[src/rtl/key_debounce_pkg.sv]
// key_debounce_pkg: shared types and default constants for the key debouncer.
//   key_state_e  : per-key FSM state encoding
//   *_DEF        : default parameter values for the top and key_channel
//   cnt_width()  : repeat-counter width for a given first-repeat delay
package key_debounce_pkg;

    // Per-key debounce FSM states
    typedef enum logic [1:0] {
        RELEASED    = 2'd0,
        PRESSED     = 2'd1,
        HOLD_REPEAT = 2'd2
    } key_state_e;

    localparam int unsigned N_KEYS_DEF      = 4;
    localparam int unsigned DEPTH_DEF       = 4;
    localparam int unsigned REPEAT_DLY_DEF  = 32;
    localparam int unsigned REPEAT_RATE_DEF = 8;

    // Counter must be able to hold REPEAT_DLY itself
    function automatic int unsigned cnt_width(input int unsigned dly);
        return $clog2(dly + 1);
    endfunction

endpackage : key_debounce_pkg

[src/rtl/key_debounce_pulse_channel.sv]
// key_channel: one debounced key.
// Raw pin -> 2-FF synchroniser -> DEPTH-bit sample shift register (LSB newest)
// -> press/release FSM with registered level and one-cycle pulses.
// Optional auto-repeat counter when KEY_DEBOUNCE_REPEAT_EN is defined.
// Ports:
//   clk, rst_n     : clock, asynchronous active-low reset
//   sample_en_i    : one-cycle strobe on each debounce tick edge
//   key_raw_i      : raw asynchronous pin, active-high when pressed
//   key_level_o    : debounced level
//   key_press_o    : one-cycle pulse on accepted press (and auto-repeat)
//   key_release_o  : one-cycle pulse on accepted release
module key_channel
    import key_debounce_pkg::*;
#(
    parameter int unsigned DEPTH       = DEPTH_DEF
`ifdef KEY_DEBOUNCE_REPEAT_EN
    ,
    parameter int unsigned REPEAT_DLY  = REPEAT_DLY_DEF,
    parameter int unsigned REPEAT_RATE = REPEAT_RATE_DEF
`endif
) (
    input  logic clk,
    input  logic rst_n,
    input  logic sample_en_i,
    input  logic key_raw_i,
    output logic key_level_o,
    output logic key_press_o,
    output logic key_release_o
);

    logic [1:0]       sync_q;
    logic [DEPTH-1:0] shift_q;
    logic             dec_en_q;
    key_state_e       state_q;
    logic             level_q;
    logic             press_q;
    logic             release_q;
    logic             all_ones_c;
    logic             all_zeros_c;

`ifdef KEY_DEBOUNCE_REPEAT_EN
    localparam int unsigned CNT_W = cnt_width(REPEAT_DLY);
    logic [CNT_W-1:0] cnt_q;
`endif

    // Synchroniser, sample shift register and decision strobe
    always_ff @(posedge clk or negedge rst_n) begin : p_sample
        if (!rst_n) begin
            sync_q   <= 2'b00;
            shift_q  <= '0;
            dec_en_q <= 1'b0;
        end else begin
            sync_q   <= {sync_q[0], key_raw_i};
            dec_en_q <= sample_en_i;
            if (sample_en_i) begin
                shift_q <= {shift_q[DEPTH-2:0], sync_q[1]};
            end
        end
    end

    assign all_ones_c  = &shift_q;
    assign all_zeros_c = ~|shift_q;

    // Decision FSM: evaluated only in the cycle after a new sample was shifted in
    always_ff @(posedge clk or negedge rst_n) begin : p_fsm
        if (!rst_n) begin
            state_q   <= RELEASED;
            level_q   <= 1'b0;
            press_q   <= 1'b0;
            release_q <= 1'b0;
`ifdef KEY_DEBOUNCE_REPEAT_EN
            cnt_q     <= '0;
`endif
        end else begin
            press_q   <= 1'b0;
            release_q <= 1'b0;
            if (dec_en_q) begin
                case (state_q)
                    RELEASED: begin
                        if (all_ones_c) begin
                            state_q <= PRESSED;
                            level_q <= 1'b1;
                            press_q <= 1'b1;
                        end
                    end
`ifdef KEY_DEBOUNCE_REPEAT_EN
                    PRESSED: begin
                        if (all_zeros_c) begin
                            state_q   <= RELEASED;
                            level_q   <= 1'b0;
                            release_q <= 1'b1;
                            cnt_q     <= '0;
                        end else if (cnt_q == CNT_W'(REPEAT_DLY - 1)) begin
                            // REPEAT_DLY-th tick since the press: first repeat
                            state_q <= HOLD_REPEAT;
                            press_q <= 1'b1;
                            cnt_q   <= '0;
                        end else begin
                            cnt_q <= cnt_q + CNT_W'(1);
                        end
                    end
                    HOLD_REPEAT: begin
                        if (all_zeros_c) begin
                            state_q   <= RELEASED;
                            level_q   <= 1'b0;
                            release_q <= 1'b1;
                            cnt_q     <= '0;
                        end else if (cnt_q == CNT_W'(REPEAT_RATE - 1)) begin
                            press_q <= 1'b1;
                            cnt_q   <= '0;
                        end else begin
                            cnt_q <= cnt_q + CNT_W'(1);
                        end
                    end
`else
                    PRESSED: begin
                        if (all_zeros_c) begin
                            state_q   <= RELEASED;
                            level_q   <= 1'b0;
                            release_q <= 1'b1;
                        end
                    end
`endif
                    default: begin
                        // Unreachable encoding: recover quietly to RELEASED
                        state_q <= RELEASED;
                        level_q <= 1'b0;
                    end
                endcase
            end
        end
    end

    assign key_level_o   = level_q;
    assign key_press_o   = press_q;
    assign key_release_o = release_q;

endmodule : key_channel

[src/rtl/key_debounce_pulse.sv]
// key_debounce_pulse: N-key push-button debouncer with press/release pulses.
// Edge-detects the slow divider tick (same clk domain) into a one-cycle
// sample strobe shared by all key channels, and concatenates channel outputs.
// Optional auto-repeat is enabled by defining KEY_DEBOUNCE_REPEAT_EN.
// Ports:
//   clk, rst_n   : clock, asynchronous active-low reset
//   tick_in      : divided debounce tick level
//   key_raw      : [N_KEYS] raw pins, active-high when pressed
//   key_level    : [N_KEYS] debounced levels
//   key_press    : [N_KEYS] one-cycle press (and auto-repeat) pulses
//   key_release  : [N_KEYS] one-cycle release pulses
module key_debounce_pulse
    import key_debounce_pkg::*;
#(
    parameter int unsigned N_KEYS      = N_KEYS_DEF,
    parameter int unsigned DEPTH       = DEPTH_DEF,
    parameter int unsigned REPEAT_DLY  = REPEAT_DLY_DEF,
    parameter int unsigned REPEAT_RATE = REPEAT_RATE_DEF
) (
    input  logic              clk,
    input  logic              rst_n,
    input  logic              tick_in,
    input  logic [N_KEYS-1:0] key_raw,
    output logic [N_KEYS-1:0] key_level,
    output logic [N_KEYS-1:0] key_press,
    output logic [N_KEYS-1:0] key_release
);

    logic tick_prev_q;
    logic sample_en_c;

    // Elaboration-time parameter sanity
    if (DEPTH < 2 || DEPTH > 8 || REPEAT_DLY == 0 || REPEAT_RATE == 0 ||
        REPEAT_RATE > REPEAT_DLY) begin : g_bad_param
        $error("key_debounce_pulse: illegal DEPTH/REPEAT_DLY/REPEAT_RATE");
    end

    // Tick rising-edge detect; a tick already high at reset release counts as an edge
    always_ff @(posedge clk or negedge rst_n) begin : p_tick
        if (!rst_n) begin
            tick_prev_q <= 1'b0;
        end else begin
            tick_prev_q <= tick_in;
        end
    end

    assign sample_en_c = tick_in & ~tick_prev_q;

    for (genvar i = 0; i < int'(N_KEYS); i++) begin : g_key
        key_channel #(
            .DEPTH       (DEPTH)
`ifdef KEY_DEBOUNCE_REPEAT_EN
            ,
            .REPEAT_DLY  (REPEAT_DLY),
            .REPEAT_RATE (REPEAT_RATE)
`endif
        ) u_channel (
            .clk           (clk),
            .rst_n         (rst_n),
            .sample_en_i   (sample_en_c),
            .key_raw_i     (key_raw[i]),
            .key_level_o   (key_level[i]),
            .key_press_o   (key_press[i]),
            .key_release_o (key_release[i])
        );
    end

endmodule : key_debounce_pulse

[config.mk]
export PLATFORM = sky130hd
export DESIGN_NAME = key_debounce_pulse
export DESIGN_NICKNAME = d
export VERILOG_FILES = /design/src/rtl/key_debounce_pkg.sv /design/src/rtl/key_debounce_pulse_channel.sv /design/src/rtl/key_debounce_pulse.sv
export SDC_FILE = /design/constraint.sdc
export NUM_CORES = 1
export LEC_CHECK = 0
export CAP_MARGIN = 20
export CORE_ASPECT_RATIO = 2
export CORE_MARGIN = 2
export CORE_UTILIZATION = 48
export CTS_CLUSTER_SIZE = 30
export DETAILED_ROUTE_END_ITERATION = 10
export MAX_ROUTING_LAYER = met4
export PLACE_DENSITY = 0.74
export SLEW_MARGIN = 20
export SYNTH_ARGS = -nofsm -noshare
export SYNTH_HDL_FRONTEND = slang
export SYNTH_SLANG_ARGS = --single-unit
[constraint.sdc]
create_clock -name clk -period 1.4 [get_ports clk]
set_clock_uncertainty 0.05 [all_clocks]
set_input_delay 0.28 -clock clk [delete_from_list [all_inputs] [get_ports clk]]
set_output_delay 0.28 -clock clk [all_outputs]
set_load 0.1 [all_outputs]
==> report_table.html <==
<table>
<tr><th>Metric</th><th>Value</th></tr>
<tr><th colspan="2">Run status</th></tr>
<tr><td>Result of the run</td><td>finished clean</td></tr>
<tr><th colspan="2">STA</th></tr>
<tr><td>Upper clock frequency limit</td><td>731 MHz</td></tr>
<tr><td>Aggregate negative setup slack</td><td>0 ns</td></tr>
<tr><td>Pins Over Slew Limit</td><td>0</td></tr>
<tr><td>Least-Margin Pin Slew</td><td>0.372 ns</td></tr>
<tr><td>Final worst hold slack</td><td>0.303 ns</td></tr>
<tr><td>Headroom to the max-slew limit</td><td>75.2%</td></tr>
<tr><td>Final hold violation count</td><td>0</td></tr>
<tr><td>Unrepaired setup endpoints after global routing</td><td>no</td></tr>
<tr><td>Final worst path period need</td><td>between 1 and 1.5 ns</td></tr>
<tr><td>Fraction of the cycle the final worst path needs</td><td>a little over nine tenths</td></tr>
<tr><td>Number of setup violations in the final report</td><td>0</td></tr>
<tr><th colspan="2">Power and ir drop</th></tr>
<tr><td>Switching portion of total power</td><td>between 30% and 40%</td></tr>
<tr><td>IR Drop Worst-Case VDD</td><td>1.25 mV</td></tr>
<tr><td>Reported net switching power</td><td>about 0.00093 W</td></tr>
<tr><td>Part of the power in registers</td><td>a little under half</td></tr>
<tr><td>Combinational group share of total power</td><td>24.3%</td></tr>
<tr><td>P per Cell Area</td><td>1610 mW/mm^2</td></tr>
<tr><td>Total power of the final layout</td><td>slightly above 0.003 W</td></tr>
<tr><td>Internal power contribution</td><td>0.00217 W</td></tr>
<tr><td>Relative contribution of the clock network to total power</td><td>28.7%</td></tr>
<tr><td>Pleak</td><td>approximately 0.83 nW</td></tr>
<tr><th colspan="2">Synth</th></tr>
<tr><td>Synthesized area divided by synthesized cell count</td><td>15.5 sq um</td></tr>
<tr><td>Ys Warns</td><td>0</td></tr>
<tr><td>Post-synth net total</td><td>101</td></tr>
<tr><td>Count of state elements after synthesis</td><td>38</td></tr>
<tr><td>Primary FF master, synth</td><td>dfrtp_1</td></tr>
<tr><td>Most area-hungry cell type in the Yosys netlist</td><td>dfrtp_1</td></tr>
<tr><td>Synth area leaders</td><td>dfrtp_1, mux2_2, buf_4</td></tr>
<tr><td>Library cell with the highest instance count after synthesis</td><td>dfrtp_1</td></tr>
<tr><td>Count of unique library cells instantiated by Yosys</td><td>11</td></tr>
<tr><td>Post-Synthesis Cells</td><td>94</td></tr>
<tr><td>Sequential fraction of the synthesis area</td><td>65.4%</td></tr>
<tr><td>Post-synth design cell area</td><td>0.00145 sq mm</td></tr>
<tr><td>Area fraction of the dominant cell type after synthesis</td><td>between 60% and 70%</td></tr>
<tr><td>Async set-reset flop share out of synthesis</td><td>100%</td></tr>
<tr><td>List of most frequent post-synthesis cells</td><td>dfrtp_1, mux2_2, buf_4</td></tr>
<tr><td>Count of flip-flops with a built-in enable after synthesis</td><td>0</td></tr>
<tr><th colspan="2">Placed design</th></tr>
<tr><td>Last weighted congestion value of the routability-driven placer</td><td>0.713</td></tr>
<tr><td>Count of buffers from port buffering</td><td>18</td></tr>
<tr><td>Cell area after placement</td><td>0.00177 sq mm</td></tr>
<tr><td>Post-detail-place hpwl</td><td>1590 microns</td></tr>
<tr><th colspan="2">Setup path</th></tr>
<tr><td>Worst R2R Setup Slack</td><td>0.03 ns</td></tr>
<tr><td>Critical Path RT</td><td>1.53 ns</td></tr>
<tr><td>Reg2Reg Capture Point</td><td>g_key[2].u_channel.state_q[0]</td></tr>
<tr><td>Worst Path Max Fanout</td><td>4</td></tr>
<tr><td>Startpoint-to-endpoint class of the critical path</td><td>reg -&gt; reg</td></tr>
<tr><td>Worst-case reg-to-reg path depth</td><td>2</td></tr>
<tr><td>Last element of the critical path</td><td>g_key[2].u_channel.state_q[0]</td></tr>
<tr><td>Arrival @ worst endpoint</td><td>1.49 ns</td></tr>
<tr><td>Worst Setup End Kind</td><td>flop</td></tr>
<tr><td>Startpoint type of the worst setup path</td><td>flop</td></tr>
<tr><td>Origin of the worst setup path</td><td>g_key[2].u_channel.shift_q[3]</td></tr>
<tr><td>R2R Path Start</td><td>g_key[2].u_channel.shift_q[3]</td></tr>
<tr><th colspan="2">Cells and area</th></tr>
<tr><td>Fraction of layout instances using a drive strength above 1</td><td>48.7%</td></tr>
<tr><td>Post-route cell area</td><td>0.00192 sq mm</td></tr>
<tr><td>Number of diodes</td><td>0</td></tr>
<tr><td># nets final</td><td>between 100 and 150</td></tr>
<tr><td>Layout overhead on the synthesized area</td><td>32.1%</td></tr>
<tr><td>End-of-flow core utilization</td><td>between 60% and 70%</td></tr>
<tr><th colspan="2">Clock network</th></tr>
<tr><td>CTS clk-pin slew, worst paths</td><td>~0.07 ns</td></tr>
<tr><td>Clock tree from TritonCTS</td><td>done</td></tr>
<tr><td>Number of H-tree branching levels</td><td>2</td></tr>
<tr><td>Number of clock sinks seen by CTS</td><td>38</td></tr>
<tr><td>Root Driver</td><td>clkbuf_8</td></tr>
<tr><td>Clock insertion delay at the later pin of the skew report</td><td>0.29 ns</td></tr>
<tr><td>Number of CTS-inserted buffers</td><td>5</td></tr>
<tr><td>CTS max path bufs</td><td>2</td></tr>
<tr><th colspan="2">Floorplan</th></tr>
<tr><td>Vert. Die Dim</td><td>~82 microns</td></tr>
<tr><td>Initial standard-cell utilization of the core</td><td>50.0%</td></tr>
<tr><td>Area enclosed by the die boundary</td><td>0.00351 sq mm</td></tr>
<tr><td>Die width</td><td>42.9 microns</td></tr>
<tr><td>Number of placement rows</td><td>28</td></tr>
<tr><td>Core Box Area</td><td>0.00291 sq mm</td></tr>
<tr><td>Boundary pin count</td><td>19</td></tr>
<tr><th colspan="2">Worst hold path</th></tr>
<tr><td>Path type of the worst min-delay path</td><td>reg -&gt; reg</td></tr>
<tr><th colspan="2">Drt</th></tr>
<tr><td>Count of vias placed by the detailed router</td><td>around 830</td></tr>
<tr><td>Total wire length</td><td>2370 microns</td></tr>
<tr><td>Antenna-violating nets left</td><td>0</td></tr>
<tr><td>Wire length per cell</td><td>15.9 microns</td></tr>
<tr><td>Number of iterations in the first detailed-routing pass</td><td>3</td></tr>
<tr><td>DRC violations left</td><td>0</td></tr>
<tr><td>Average via count per standard cell</td><td>5.59</td></tr>
<tr><td>Violation count after the first detailed-route iteration</td><td>11</td></tr>
<tr><th colspan="2">GRT</th></tr>
<tr><td>Initial antenna violation count</td><td>0</td></tr>
<tr><td>GR Overflow Total</td><td>0</td></tr>
<tr><td>Number of global-route vias before repair</td><td>~810</td></tr>
<tr><td>Maximum number of pins on one net before global-route repair</td><td>24</td></tr>
<tr><td>GRT Overall Usage</td><td>14.8%</td></tr>
<tr><td>First-pass GRT wire length</td><td>3660 microns</td></tr>
<tr><th colspan="2">Run</th></tr>
<tr><td>Number of maximum-capacitance violations</td><td>0</td></tr>
</table>
critical path, cell delays in order (launching register included):
cell,delay (ns)
dfrtp_1,0.41
or4b_1,0.55
a22o_1,0.26
flip-flops by register name, summed over array words and instances (netlist names):
name and count:
g_key.u_channel.key_level_o 3, g_key.u_channel.key_press_o 4, g_key.u_channel.dec_en_q 1, g_key.u_channel.shift_q 16
tick_prev_q 1, g_key.u_channel.sync_q 8, g_key.u_channel.key_release_o 4, g_key.u_channel.state_q 1
final cells by class:
cell class | instances | area, sq um
Clock inverter | 3 | 40.0
Tap cell | 30 | 37.5
Clock buffer | 5 | 68.8
Multi-Input combinational cell | 41 | 402
Timing Repair Buffer | 32 | 420
Fill cell | 209 | 987
Sequential cell | 38 | 952
layer usage:
layer | vias to the layer above | share of wire [%] | track usage, %
li1 | 376 | - | -
met1 | 428 | 37 | 15.4
met2 | 21 | 56 | 24.2
met3 | 8 | 3.5 | 3.96
met4 | 0 | 3.5 | 9.38
met5 | - | 0 | -
layout by cell type, fill, tap and decap left out, drive strengths merged:
cell	Yosys	layout
clkdlybuf4s50	0	5
buf	15	26
nor3b	8	8
a41o	4	4
nor2b	1	1
dlygate4sd3	0	1
mux2	16	16
clkbuf	0	5
nand4	4	4
or4b	4	4
bufinv	0	1
clkinv	0	2
dfrtp	38	38
a22o	4	4
timing repair:
action	in CTS	in global routing
endpoints found under the setup margin	5	20
setup buffers	0	1
endpoints found under the hold margin	15	0
hold buffers	1	0
gates cloned	0	1
resized for setup	1	7
power by group through the flow:
stage	clock network, W	logic [W]	registers (W)
3_3_place_gp	0	0.000708	0.00144
6_report	0.000890	0.000754	0.00146
4_1_cts	0.000907	0.000744	0.00145
2_1_floorplan	0	0.000491	0.00142
3_5_place_dp	0	0.000740	0.00147
5_1_grt	0.000957	0.000789	0.00148
how the worst min path moves through the flow:
stage | cells after the start | start | to
after floorplan | 0 | rst_n | g_key[0].u_channel.key_level_o
after global placement | 1 | rst_n | g_key[2].u_channel.key_press_o
after detailed placement | 1 | rst_n | g_key[2].u_channel.key_release_o
after CTS | 0 | g_key[0].u_channel.sync_q[0] | g_key[0].u_channel.sync_q[1]
after global routing | 0 | g_key[0].u_channel.sync_q[0] | g_key[0].u_channel.sync_q[1]
final | 0 | g_key[3].u_channel.sync_q[0] | g_key[3].u_channel.sync_q[1]
through the flow:
| stage | instances | setup slack, ns |
|---|---|---|
| finish | 149 | 0.0316 |
| global route | 149 | 0.00648 |
| CTS | 147 | 0.0323 |
| detailed placement | 138 | -0.265 |
| global placement | 138 | -0.233 |
| floorplan | 94 | 0.0634 |
cell families after synthesis:
group,Yosys count,synth area share [%]
flops,38,65.4
simple gates,17,9.04
mux,16,12.4
buf+inv,15,7.66
compound gates,8,5.51
Note: power is estimated with default switching activity, not from simulation.
